===== src/rtl/joy_serial_reader.sv =====
// joy_serial_reader: polls two 12-button pads through an external
// parallel-load shift-register chain (24 bits per frame) and presents the
// decoded, active-high button state together with a per-frame strobe.
// Optional build macro JOY_DEBOUNCE_EN: a button bit only changes at the
// outputs after two consecutive frames agree on its new value.
module joy_serial_reader #(
    parameter int CLK_DIV   = 48,
    parameter int FRAME_GAP = 16
) (
    input  logic        clk,
    input  logic        reset_n,
    input  logic        JOY_DATA,
    output logic        JOY_CLK,
    output logic        JOY_LOAD,
    output logic [15:0] joystick1,
    output logic [15:0] joystick2,
    output logic        frame_done
);

    localparam int TW = $clog2(CLK_DIV);
    localparam int GW = $clog2(FRAME_GAP + 1);
    localparam logic [TW-1:0] TICK_LAST = TW'(CLK_DIV - 1);
    localparam logic [GW-1:0] GAP_LAST  = GW'(FRAME_GAP - 1);
    localparam logic [4:0]    LAST_BIT  = 5'd23;

    typedef enum logic [2:0] {
        ST_LOAD,
        ST_SHIFT_LO,
        ST_SHIFT_HI,
        ST_LATCH,
        ST_GAP
    } state_t;

    state_t          state_reg;
    logic [TW-1:0]   tick_cnt_reg;
    logic            tick;
    logic [GW-1:0]   gap_cnt_reg;
    logic [4:0]      bit_idx_reg;
    logic [1:0]      sync_reg;
    logic [23:0]     shift_reg;
    logic [23:0]     pad_state_reg;
    logic [23:0]     latch_next;
    logic            joy_clk_reg;
    logic            joy_load_reg;
    logic            frame_done_reg;
`ifdef JOY_DEBOUNCE_EN
    logic [23:0]     prev_frame_reg;
`endif

    assign tick = (tick_cnt_reg == TICK_LAST);

    // Half-bit-period timebase; restarted by LATCH so GAP begins on a clean tick.
    always_ff @(posedge clk) begin
        if (!reset_n) begin
            tick_cnt_reg <= '0;
        end else if (tick || state_reg == ST_LATCH) begin
            tick_cnt_reg <= '0;
        end else begin
            tick_cnt_reg <= tick_cnt_reg + TW'(1);
        end
    end

    // Two-flop synchroniser for the asynchronous pad data line (idles high).
    always_ff @(posedge clk) begin
        if (!reset_n) begin
            sync_reg <= 2'b11;
        end else begin
            sync_reg <= {sync_reg[0], JOY_DATA};
        end
    end

    // Next output word: either the fresh frame or, with debounce, only the
    // bits that matched the previous frame, the rest holding their old state.
    generate
        for (genvar gi = 0; gi < 24; gi++) begin : g_merge
`ifdef JOY_DEBOUNCE_EN
            assign latch_next[gi] = (shift_reg[gi] == prev_frame_reg[gi]) ?
                                    shift_reg[gi] : pad_state_reg[gi];
`else
            assign latch_next[gi] = shift_reg[gi];
`endif
        end
    endgenerate

    // Frame sequencer: drives the pad strobes and collects the 24 bits.
    always_ff @(posedge clk) begin
        if (!reset_n) begin
            state_reg      <= ST_GAP;
            gap_cnt_reg    <= '0;
            bit_idx_reg    <= '0;
            joy_clk_reg    <= 1'b1;
            joy_load_reg   <= 1'b1;
            frame_done_reg <= 1'b0;
            shift_reg      <= '0;
            pad_state_reg  <= '0;
`ifdef JOY_DEBOUNCE_EN
            prev_frame_reg <= '0;
`endif
        end else begin
            frame_done_reg <= 1'b0;
            case (state_reg)
                ST_LOAD: begin
                    if (tick) begin
                        state_reg    <= ST_SHIFT_LO;
                        bit_idx_reg  <= '0;
                        joy_load_reg <= 1'b1;
                        joy_clk_reg  <= 1'b0;
                    end
                end
                ST_SHIFT_LO: begin
                    if (tick) begin
                        // Pad lines are active-low; store pressed as 1.
                        shift_reg[bit_idx_reg] <= ~sync_reg[1];
                        state_reg   <= ST_SHIFT_HI;
                        joy_clk_reg <= 1'b1;
                    end
                end
                ST_SHIFT_HI: begin
                    if (tick) begin
                        if (bit_idx_reg == LAST_BIT) begin
                            state_reg <= ST_LATCH;
                        end else begin
                            bit_idx_reg <= bit_idx_reg + 5'd1;
                            state_reg   <= ST_SHIFT_LO;
                            joy_clk_reg <= 1'b0;
                        end
                    end
                end
                ST_LATCH: begin
                    pad_state_reg  <= latch_next;
`ifdef JOY_DEBOUNCE_EN
                    prev_frame_reg <= shift_reg;
`endif
                    frame_done_reg <= 1'b1;
                    gap_cnt_reg    <= GAP_LAST;
                    state_reg      <= ST_GAP;
                end
                ST_GAP: begin
                    if (tick) begin
                        if (gap_cnt_reg == '0) begin
                            state_reg    <= ST_LOAD;
                            joy_load_reg <= 1'b0;
                            joy_clk_reg  <= 1'b1;
                        end else begin
                            gap_cnt_reg <= gap_cnt_reg - GW'(1);
                        end
                    end
                end
                default: begin
                    state_reg    <= ST_GAP;
                    gap_cnt_reg  <= '0;
                    joy_load_reg <= 1'b1;
                    joy_clk_reg  <= 1'b1;
                end
            endcase
        end
    end

    assign JOY_CLK    = joy_clk_reg;
    assign JOY_LOAD   = joy_load_reg;
    assign frame_done = frame_done_reg;
    assign joystick1  = {4'h0, pad_state_reg[11:0]};
    assign joystick2  = {4'h0, pad_state_reg[23:12]};

endmodule


===== config.mk =====
export PLATFORM = sky130hd
export DESIGN_NAME = joy_serial_reader
export DESIGN_NICKNAME = d
export VERILOG_FILES = /design/src/rtl/joy_serial_reader.sv
export SDC_FILE = /design/constraint.sdc
export NUM_CORES = 1
export LEC_CHECK = 0
export BUFFER_PORTS_ARGS = -buffer_cell sky130_fd_sc_hd__clkbuf_2
export CAP_MARGIN = 20
export CELL_PAD_IN_SITES_DETAIL_PLACEMENT = 1
export CELL_PAD_IN_SITES_GLOBAL_PLACEMENT = 1
export CORE_MARGIN = 5
export CORE_UTILIZATION = 41
export CTS_BUF_LIST = sky130_fd_sc_hd__clkbuf_8
export DETAILED_ROUTE_END_ITERATION = 8
export PLACE_DENSITY = 0.77
export SLEW_MARGIN = 20
export SYNTH_ARGS = -nofsm -noshare
export SYNTH_HDL_FRONTEND = slang
export SYNTH_SLANG_ARGS = --single-unit

===== constraint.sdc =====
create_clock -name clk -period 1.6 [get_ports clk]
set_input_delay 0.08 -clock clk [delete_from_list [all_inputs] [get_ports clk]]
set_output_delay 0.08 -clock clk [all_outputs]
set_load 0.02 [all_outputs]

==> out/metrics.yaml, run 1 <==
status: "complete, but fails checks"
violations: "negative setup slack"
rsz0062_at_grt: "yes"
period_needed_ns: 1.67
num_rows: 32
route.detailed.drc: 0
hpwl_um: 6120
place_area_um2: 3750
synthFlopType: "dfxtp_1"
yosys_warnings: 0
ctsLongestPathBuffers: 2
wl_per_cell_um: 17.2
finalHoldWorstSlack_ns: 0.141
power_density_nw_per_um2: 849
cts-buffers-inserted: 9
cp_slowest_cell: "or4b_1"
setup_viol: 5
syn_area_um2: 3250
worst_slack_ns: -0.0692
worstPathCellList: "inv_2 -> ha_4 -> or4b_4 -> nand3_4 -> or4b_1 -> a32o_1"
fmax_ghz: 0.599
crit_path_end_kind: "register"
ys_seq_area_frac: 0.443
r2r-start: "gap_cnt_reg[0]$_SDFFE_PN0P_"
top_layer: "met4"
worstHoldPathType: "in -> reg"
dieHeight_um: 99.1
ant_nets: 0
drt_iter0_markers: 120
hold_depth: 3
cellLeakagePower_nw: 1.71
r2r_slack_ns: -0.07
wl_met1_um: 3970
crit_start: "gap_cnt_reg[0]$_SDFFE_PN0P_"
crit_path_max_incr_delay_ns: 0.50
path_clk_slew_ns: 0.08
reg2reg_to: "gap_cnt_reg[3]$_SDFFE_PN0P_"
fp.dieW_um: 99.1
reg2regPathDepth: 6
portBuffers: 29
clk_latency_ns: 0.34
netlist_top_cells_count: "nand2_1 (75), dfxtp_1 (72), a21oi_1 (34), mux2i_1 (20), nor2_1 (20)"
nets: 447
overflow: 0
areaGrowthSynthToFinish_pct: 29.3
vias: 2963
fin_skew_ns: 0.00962
cp.depth: 6
wl_met2_um: 4900
crit_family: "simple AND/OR/NAND/NOR gates"
hold_viol: 0
drive_above_1_share: 0.309
coreArea_um2: 7730
synthCells: 372
irDropWorstVdd_mv: 0.427
yosysTopAreaCell: "dfxtp_1"
drv_slew: 0
cts_root_buffer: "clkbuf_8"
grt_usage: 0.191
synth_most_common_cell: "nand2_1"
fin_crit_sh: 1.04
synth_seq_cells: 72
first_pass_iters: 4
maxCapViolations: 0
worstSetupPathType: "reg -> reg"
cp_data_required_time_ns: 1.84
io_pins: 38
syn_area_per_cell_um2: 8.75
diodes: 0
start_util: 0.421
ys_types: 58
synth-edff-count: 0
crit_end: "gap_cnt_reg[3]$_SDFFE_PN0P_"
grt_max_degree: 26
arrival_ns: 1.91
start_kind: "register"
clock_sinks: 72
antenna_found_initial: 0
htreeDepth: 3
crit_fanout: 2
die_area_um2: 9820
cts_tree: "done"
hp-start: "reset_n"
async_flop_share: 0
grt_pass1_vias: 3054
p_total_mw: 3.57
path_buf_inv: 1
final_area_um2: 4210
globalplace.congestion: 0.891
grt_pass1_wl_um: 15100
wl_um: 9390
vias_per_cell: 5.44
synth_top_cell_area_share: 0.443
met3WireLength_um: 384
ys_top_cells_by_area: "dfxtp_1 (44%), nand2_1 (8.7%), mux2i_1 (6.2%)"
per-layer routing:
layer,up-vias,global-route usage
li1,1413,-
met1,1464,0.225
met2,69,0.342
met3,17,0.0512
met4,0,0.0525
met5,-,0
cell families (layout without fill, tap and decap cells):
logic type      after synthesis  after routing  share of synthesized area
flops                        72             72                      0.443
mux                          21             21                     0.0650
fa+ha+maj                     7              7                     0.0261
xor+xnor                      4              4                     0.0108
buf+inv                      43            107                     0.0634
compound gates               66             66                      0.128
simple gates                158            158                      0.262
other cells                   1              8                    0.00115
per-stage QoR:
| stage | util | setup TNS (ns) | setup WS, ns | instances |
|---|---|---|---|---|
| finish | 0.544 | -0.162 | -0.0692 | 545 |
| global placement | 0.486 | -0.0448 | -0.0448 | 521 |
| global route | 0.544 | -0.793 | -0.112 | 545 |
| CTS | 0.525 | -0.175 | -0.0904 | 542 |
| floorplan | - | -0.0480 | -0.0480 | 379 |
| detailed placement | 0.486 | -0.180 | -0.0916 | 521 |
worst register-to-register path, delay by kind of cell (launching register included):
| family | cells | cell delay (ns) |
|---|---|---|
| flip-flops | 1 | 0.34 |
| AND/OR/NAND/NOR | 3 | 0.80 |
| adder cells (fa/ha/maj) | 1 | 0.15 |
| AO/OA/AOI/OAI | 1 | 0.23 |
| buffers and inverters | 1 | 0.05 |
power by group:
group / switching, mW / total [mW] / internal [mW] / leakage [nW]
Combinational: 0.0672 / 0.100 / 0.0328 / 1.01
Sequential: 0.00939 / 1.81 / 1.80 / 0.585
Clock: 0.702 / 1.66 / 0.961 / 0.117
timing repair:
item                                   in CTS  in global routing
gates resized for setup                     9                 27
setup buffers                               4                  5
endpoints found under the hold margin       1                  0
setup endpoints to repair                  10                 32
pin swaps                                  14                 14
hold buffers                                1                  0
layout by cell type (no fill, tap or decap), types with 3 or more instances in the layout:
cell	synthesis	routed
clkbuf_8	0	11
a31oi_1	5	5
buf_4	10	48
nand4b_1	11	11
nand3_1	10	9
clkbuf_2	0	29
a21oi_2	0	3
nand2b_1	5	3
nand2_1	75	74
nand4_1	5	5
xnor2_1	3	3
nor2b_1	4	4
nor2_1	20	20
dfxtp_1	72	64
conb_1	1	8
a21oi_1	34	30
inv_1	9	8
dfxtp_2	0	7
a311oi_1	4	3
ha_1	6	4
o21ai_0	4	3
mux2i_1	20	20
o21ai_1	2	3
worst min-delay path by stage:
stage                             endpoint  slack, ns
floorplan           sync_reg[0]$_SDFF_PN1_       0.18
global placement    sync_reg[0]$_SDFF_PN1_       0.26
detailed placement  sync_reg[0]$_SDFF_PN1_       0.27
CTS                 sync_reg[0]$_SDFF_PN1_       0.13
global route        sync_reg[1]$_SDFF_PN1_       0.13
finish              sync_reg[0]$_SDFF_PN1_       0.14
final cells by class:
class / count / area [µm²]
Multi-Input combinational cell: 264 / 1790
Fill cell: 913 / 3520
Clock buffer: 11 / 151
Sequential cell: 72 / 1450
Inverter: 9 / 33.8
Timing Repair Buffer: 82 / 573
Tap cell: 102 / 128
Clock inverter: 5 / 80.1
Note: power is estimated with default switching activity, not from simulation.
==> run 2: changes to the inputs <==
--- a/config.mk
+++ b/config.mk
@@ -6,7 +6,7 @@
 export NUM_CORES = 1
 export LEC_CHECK = 0
 export BUFFER_PORTS_ARGS = -buffer_cell sky130_fd_sc_hd__clkbuf_2
-export CAP_MARGIN = 20
+export CAP_MARGIN = 15
 export CELL_PAD_IN_SITES_DETAIL_PLACEMENT = 1
 export CELL_PAD_IN_SITES_GLOBAL_PLACEMENT = 1
 export CORE_MARGIN = 5
@@ -14,6 +14,7 @@
 export CTS_BUF_LIST = sky130_fd_sc_hd__clkbuf_8
 export DETAILED_ROUTE_END_ITERATION = 8
 export PLACE_DENSITY = 0.77
+export RECOVER_POWER = 100
 export SLEW_MARGIN = 20
 export SYNTH_ARGS = -nofsm -noshare
 export SYNTH_HDL_FRONTEND = slang
==> run 2 against run 1 <==
Net effect:
- the flow still finishes with violations (negative setup slack)
- combinational power about the same
- critical path depth did not move
- core utilization decreased by 0.53 points
- clock-buffer cell count is the same
- clock power about the same
- first-iteration DRC count down 8.3%
- total power is essentially flat
- cell count unchanged
- global-route usage unchanged
- routed wire length rose by 0.44%
- maximum frequency is essentially flat
==> out/metrics.yaml, run 2 (synthesized netlist as in run 1, its figures left out) <==
io_pins: 38  # unchanged
grt_pass1_vias: 3054  # unchanged
coreArea_um2: 7730  # unchanged
dieHeight_um: 99.1  # unchanged
switching_share: 0.217  # -0.000557
final_cell_mix: "nand2_1 (74), dfxtp_1 (64), buf_4 (48), a21oi_1 (30), clkbuf_1 (27)"
vias_per_cell: 5.42  # -0.34%
nets: 447  # unchanged
nFillCells: 922  # +0.99%
cts-buffers-inserted: 9  # unchanged
path_clk_slew_ns: 0.08  # about the same
crit_path_max_incr_delay_ns: 0.50  # about the same
crit_start: "gap_cnt_reg[0]$_SDFFE_PN0P_"
areaGrowthSynthToFinish_pct: 28.0
violations: "negative setup slack"
place_area_um2: 3750  # unchanged
crit_end: "gap_cnt_reg[3]$_SDFFE_PN0P_"
period_needed_ns: 1.67  # +0.00138 ns
fin_skew_ns: 0.00815  # -0.00147 ns
htreeDepth: 3  # unchanged
rsz0062_at_grt: "yes"
worstSetupPathType: "reg -> reg"
worst_slack_ns: -0.0705  # -0.00138 ns
reg2reg_to: "gap_cnt_reg[3]$_SDFFE_PN0P_"
num_rows: 32  # unchanged
worstPathCellList: "inv_2 -> ha_4 -> or4b_4 -> nand3_4 -> or4b_1 -> a32o_1"
route.detailed.drc: 0  # unchanged
wl_per_cell_um: 17.3  # +0.44%
antenna_found_initial: 0  # unchanged
r2r_slack_ns: -0.07  # about the same
power_frac_seq: 0.507  # about the same
r2r-start: "gap_cnt_reg[0]$_SDFFE_PN0P_"
hold_viol: 0  # unchanged
p_int_mw: 2.79  # about the same
cellLeakagePower_nw: 1.62  # -5.5%
status: "complete, but fails checks"
p_sw_uw: 776  # -0.33%
drt_iter0_markers: 110  # -8.3%
cp_data_required_time_ns: 1.84  # about the same
ctsLongestPathBuffers: 2  # unchanged
crit_path_end_kind: "register"
grt_pass1_wl_um: 15100  # unchanged
clock_sinks: 72  # unchanged
cts_tree: "done"
vias: 2953  # -0.34%
reg2regPathDepth: 6  # unchanged
diodes: 0  # unchanged
drv_slew: 0  # unchanged
worstHoldPathType: "in -> reg"
pre_cts_ws_ns: -0.0916  # unchanged
pwr-share-comb: 0.028  # about the same
grt_usage: 0.191  # unchanged
die_area_um2: 9820  # unchanged
grt_max_degree: 26  # unchanged
fp.dieW_um: 99.1  # unchanged
cp_slowest_cell: "or4b_1"
ant_nets: 0  # unchanged
utilization: 0.539  # -0.00534
hpwl_um: 6120  # unchanged
drive_above_1_share: 0.248  # -0.0609
irDropWorstVdd_mv: 0.425  # -0.27%
globalplace.congestion: 0.891  # unchanged
fmax_ghz: 0.599  # about the same
start_util: 0.421  # unchanged
wl_um: 9430  # +0.44%
start_kind: "register"
arrival_ns: 1.91  # about the same
cts_root_buffer: "clkbuf_8"
power_density_nw_per_um2: 857  # +0.92%
clk_latency_ns: 0.34  # about the same
fin_crit_sh: 1.04  # about the same
mostFrequentLayoutCell: "nand2_1"
first_pass_iters: 4  # unchanged
final_area_um2: 4170  # -0.98%
maxCapViolations: 0  # unchanged
pwr-share-clk: 0.465  # about the same
crit_fanout: 2  # unchanged
overflow: 0  # unchanged
setup_viol: 5  # unchanged
portBuffers: 29  # unchanged
[run 2: changes by cell type in the layout (fill, tap and decap cells not counted)]
cell      before  now
clkbuf_4       0    1
clkbuf_2      29    2
clkbuf_1       0   27
buf_8          1    0
[run 2: what timing repair did]
item                                    4_1_cts  5_1_grt
hold buffers                                  1        0
endpoints found under the setup margin       10       32
gates resized for setup                       9       27
buffers inserted                              4        5
endpoints found under the hold margin         1        0
pin swaps                                    14       14
[run 2: critical path: cells and delay by family (launching register included)]
family	cells	cell delay (ns)
AOI/OAI and AO/OA	1	0.23
adders and majority gates	1	0.15
DFF	1	0.34
buffers and inverters	1	0.05
and+or+nand+nor	3	0.79
[run 2: area by class of cell]
class,count,area [µm²],area share
multi-input combinational,264,1790,0.429
tap,102,128,0.0306
clock inverter,5,80.1,0.0192
clock buffer,11,151,0.0363
sequential,72,1450,0.349
timing repair buffer,82,532,0.128
inverter,9,33.8,0.00811
[run 2: routing by layer]
metal / GRT usage / wire length (µm) / vias up / share of wire
met5: 0 / 0 / - / 0
met4: 0.0525 / 134 / 0 / 0.014
met3: 0.0512 / 377 / 16 / 0.040
met2: 0.342 / 4900 / 72 / 0.52
met1: 0.225 / 4020 / 1452 / 0.43
li1: - / - / 1413 / -
[run 2: how the worst min path moves through the flow]
stage | startpoint | cells past startpoint | endpoint | slack (ns)
after global placement | JOY_DATA | 2 | sync_reg[0]$_SDFF_PN1_ | 0.26
after CTS | reset_n | 3 | sync_reg[0]$_SDFF_PN1_ | 0.13
after detailed placement | JOY_DATA | 2 | sync_reg[0]$_SDFF_PN1_ | 0.27
after global routing | reset_n | 3 | sync_reg[1]$_SDFF_PN1_ | 0.13
final | reset_n | 3 | sync_reg[0]$_SDFF_PN1_ | 0.14
after floorplan | JOY_DATA | 1 | sync_reg[0]$_SDFF_PN1_ | 0.18
[run 2: metrics by stage]
step / hold WS (ns) / std cells / total power, mW / setup TNS, ns
floorplan: 0.181 / 379 / 1.92 / -0.0480
global placement: 0.264 / 521 / 1.94 / -0.0448
detailed placement: 0.267 / 521 / 1.95 / -0.180
CTS: 0.132 / 542 / 3.60 / -0.175
global route: 0.134 / 545 / 3.69 / -0.998
finish: 0.141 / 545 / 3.57 / -0.174
[run 2: power groups by stage]
stage               Combinational, mW  Clock, mW  Sequential, mW
floorplan                      0.0750          0            1.85
detailed placement             0.0957          0            1.85
global placement               0.0923          0            1.85
finish                          0.100       1.66            1.81
global route                    0.110       1.77            1.81
CTS                            0.0977       1.70            1.81
==> run 3: changes to the inputs <==
--- a/config.mk
+++ b/config.mk
@@ -9,6 +9,7 @@
 export CAP_MARGIN = 15
 export CELL_PAD_IN_SITES_DETAIL_PLACEMENT = 1
 export CELL_PAD_IN_SITES_GLOBAL_PLACEMENT = 1
+export CORE_ASPECT_RATIO = 1.4
 export CORE_MARGIN = 5
 export CORE_UTILIZATION = 41
 export CTS_BUF_LIST = sky130_fd_sc_hd__clkbuf_8
==> run 3 against run 2 <==
Net effect:
- the flow still finishes with violations (negative setup slack)
- total power fell by 10%
- maximum frequency rose by 1.1%
- routed wire length fell by 8.5%
- clock skew fell by 0.0011 ns
- sequential share of layout area rose by 1.5 points
- global-route usage fell by 0.81 points
- largest cell class unchanged
- highest routed layer unchanged
==> out/metrics.yaml, run 3 (synthesized netlist as in run 1, its figures left out) <==
status: "complete, but fails checks"
violations: "negative setup slack"
dp.cells: 512  # -1.7%
worstHoldPathType: "in -> reg"
diodes: 0  # unchanged
arrival_ns: 1.91  # about the same
first_pass_iters: 4  # unchanged
hp-start: "reset_n"
path_clk_slew_ns: 0.08  # about the same
cellLeakagePower_nw: 1.53  # -5.4%
reg2regPathDepth: 6  # unchanged
drt_iter0_markers: 139  # +26%
dieHeight_um: 115  # +16%
nets: 437  # -2.2%
antenna_found_initial: 0  # unchanged
fp.dieW_um: 85.3  # -14%
irDropWorstVdd_mv: 0.398  # -6.4%
io_pins: 38  # unchanged
mostFrequentLayoutCell: "nand2_1"
cp_data_required_time_ns: 1.86  # +0.02 ns
grt_pass1_wl_um: 14200  # -6.2%
worst_slack_ns: -0.0523  # +0.0183 ns
grt_max_degree: 29  # +12%
hold_depth: 2  # -1
fin_skew_ns: 0.00707  # -0.00108 ns
start_kind: "register"
finalHoldWorstSlack_ns: 0.135  # -0.00556 ns
wl_um: 8640  # -8.5%
vias: 2850  # -3.5%
coreArea_um2: 7750  # +0.29%
num_rows: 38  # +19%
fin_crit_sh: 1.03  # -0.0114
pre_cts_ws_ns: -0.104  # -0.0119 ns
cts_tree: "done"
wl_per_cell_um: 16.2  # -6.4%
crit_fanout: 3  # +1
fmax_ghz: 0.605  # +1.1%
hold_path_end: "state_reg[2]$_SDFFE_PN1P_"
crit_path_end_kind: "register"
clk_latency_ns: 0.36  # +0.02 ns
worstSetupPathType: "reg -> reg"
instances_no_fill: 533  # -2.2%
overflow: 0  # unchanged
htreeDepth: 3  # unchanged
areaGrowthSynthToFinish_pct: 22.4
drv_slew: 0  # unchanged
portBuffers: 29  # unchanged
ant_nets: 0  # unchanged
vias_per_cell: 5.35  # -1.3%
drive_above_1_share: 0.215  # -0.0335
cts-buffers-inserted: 9  # unchanged
ctsLongestPathBuffers: 2  # unchanged
period_needed_ns: 1.65  # -0.0183 ns
crit_path_max_incr_delay_ns: 0.48  # -0.02 ns
cts_root_buffer: "clkbuf_8"
grt_pass1_vias: 2985  # -2.3%
r2r_slack_ns: -0.05  # +0.02 ns
final_cell_mix: "nand2_1 (75), dfxtp_1 (66), buf_4 (37), a21oi_1 (33), clkbuf_1 (27)"
maxCapViolations: 0  # unchanged
start_util: 0.420  # -0.00122
r2r-start: "gap_cnt_reg[0]$_SDFFE_PN0P_"
power_density_nw_per_um2: 802  # -6.4%
die_area_um2: 9840  # +0.26%
reg2reg_to: "gap_cnt_reg[3]$_SDFFE_PN0P_"
p_total_mw: 3.20  # -10%
grt_usage: 0.183  # -0.00813
hpwl_um: 6000  # -2.0%
globalplace.congestion: 0.945  # +6.0%
clock_sinks: 72  # unchanged
route.detailed.drc: 0  # unchanged
nFillCells: 945  # +2.5%
hold_viol: 0  # unchanged
rsz0062_at_grt: "yes"
setup_viol: 3  # -2
worstPathCellList: "inv_2 -> ha_4 -> or4b_4 -> nand3_2 -> or4b_1 -> a32o_1"
cp_slowest_cell: "or4b_1"
## run 3: timing repair
item | in CTS | in global routing
hold endpoints to repair | 1 | 0
endpoints found under the setup margin | 11 | 30
setup buffers | 2 | 3
pin swaps | 4 | 12
resized for setup | 8 | 15
hold buffers | 1 | 0
## run 3: worst max-delay path by stage
stage | from | end | slack [ns] | depth (start not counted)
6_report | gap_cnt_reg[0]$_SDFFE_PN0P_ | gap_cnt_reg[3]$_SDFFE_PN0P_ | -0.05 | 6
5_1_grt | gap_cnt_reg[0]$_SDFFE_PN0P_ | gap_cnt_reg[3]$_SDFFE_PN0P_ | -0.11 | 6
4_1_cts | state_reg[2]$_SDFFE_PN1P_ | bit_idx_reg[3]$_SDFFE_PN0P_ | -0.05 | 4
3_5_place_dp | tick_cnt_reg[1]$_SDFF_PP0_ | gap_cnt_reg[3]$_SDFFE_PN0P_ | -0.10 | 5
3_3_place_gp | gap_cnt_reg[0]$_SDFFE_PN0P_ | gap_cnt_reg[0]$_SDFFE_PN0P_ | -0.04 | 7
2_1_floorplan | tick_cnt_reg[1]$_SDFF_PP0_ | gap_cnt_reg[3]$_SDFFE_PN0P_ | -0.05 | 6
## run 3: metrics by stage
step / instance area [µm²] / util / TNS (ns)
6_report: 3980 / 0.514 / -0.106
5_1_grt: 3980 / 0.514 / -1.75
4_1_cts: 3940 / 0.509 / -0.153
3_5_place_dp: 3720 / 0.481 / -0.299
3_3_place_gp: 3720 / 0.481 / -0.0808
2_1_floorplan: 3310 / - / -0.0480
## run 3: layout make-up
| class | instances | area, µm² | area share |
|---|---|---|---|
| Clock inverter | 6 | 35.0 | 0.00879 |
| Clock buffer | 10 | 138 | 0.0345 |
| Multi-Input combinational cell | 264 | 1730 | 0.433 |
| Tap cell | 100 | 125 | 0.0314 |
| Sequential cell | 72 | 1450 | 0.364 |
| Timing Repair Buffer | 72 | 478 | 0.120 |
| Inverter | 9 | 33.8 | 0.00848 |
## run 3: where the power goes
group | total, mW | switching (mW) | leakage [nW] | internal (mW)
registers | 1.81 | 0.00916 | 0.582 | 1.80
clock network | 1.29 | 0.699 | 0.0878 | 0.593
logic | 0.0942 | 0.0652 | 0.861 | 0.0290
## run 3: worst max-delay path, delay by kind of cell (launching register included)
family | cells | cell delay, ns
AND/OR/NAND/NOR | 3 | 0.78
adder cells (fa/ha/maj) | 1 | 0.16
buffers and inverters | 1 | 0.05
flip-flops | 1 | 0.34
AO/OA/AOI/OAI | 1 | 0.23
## run 3: per-layer routing
metal / global-route usage / share of wire / vias up
met4: 0.0792 / 0.019 / 0
met3: 0.0384 / 0.028 / 11
met2: 0.354 / 0.55 / 39
met1: 0.187 / 0.40 / 1402
li1: - / - / 1398
met5: 0 / 0 / -
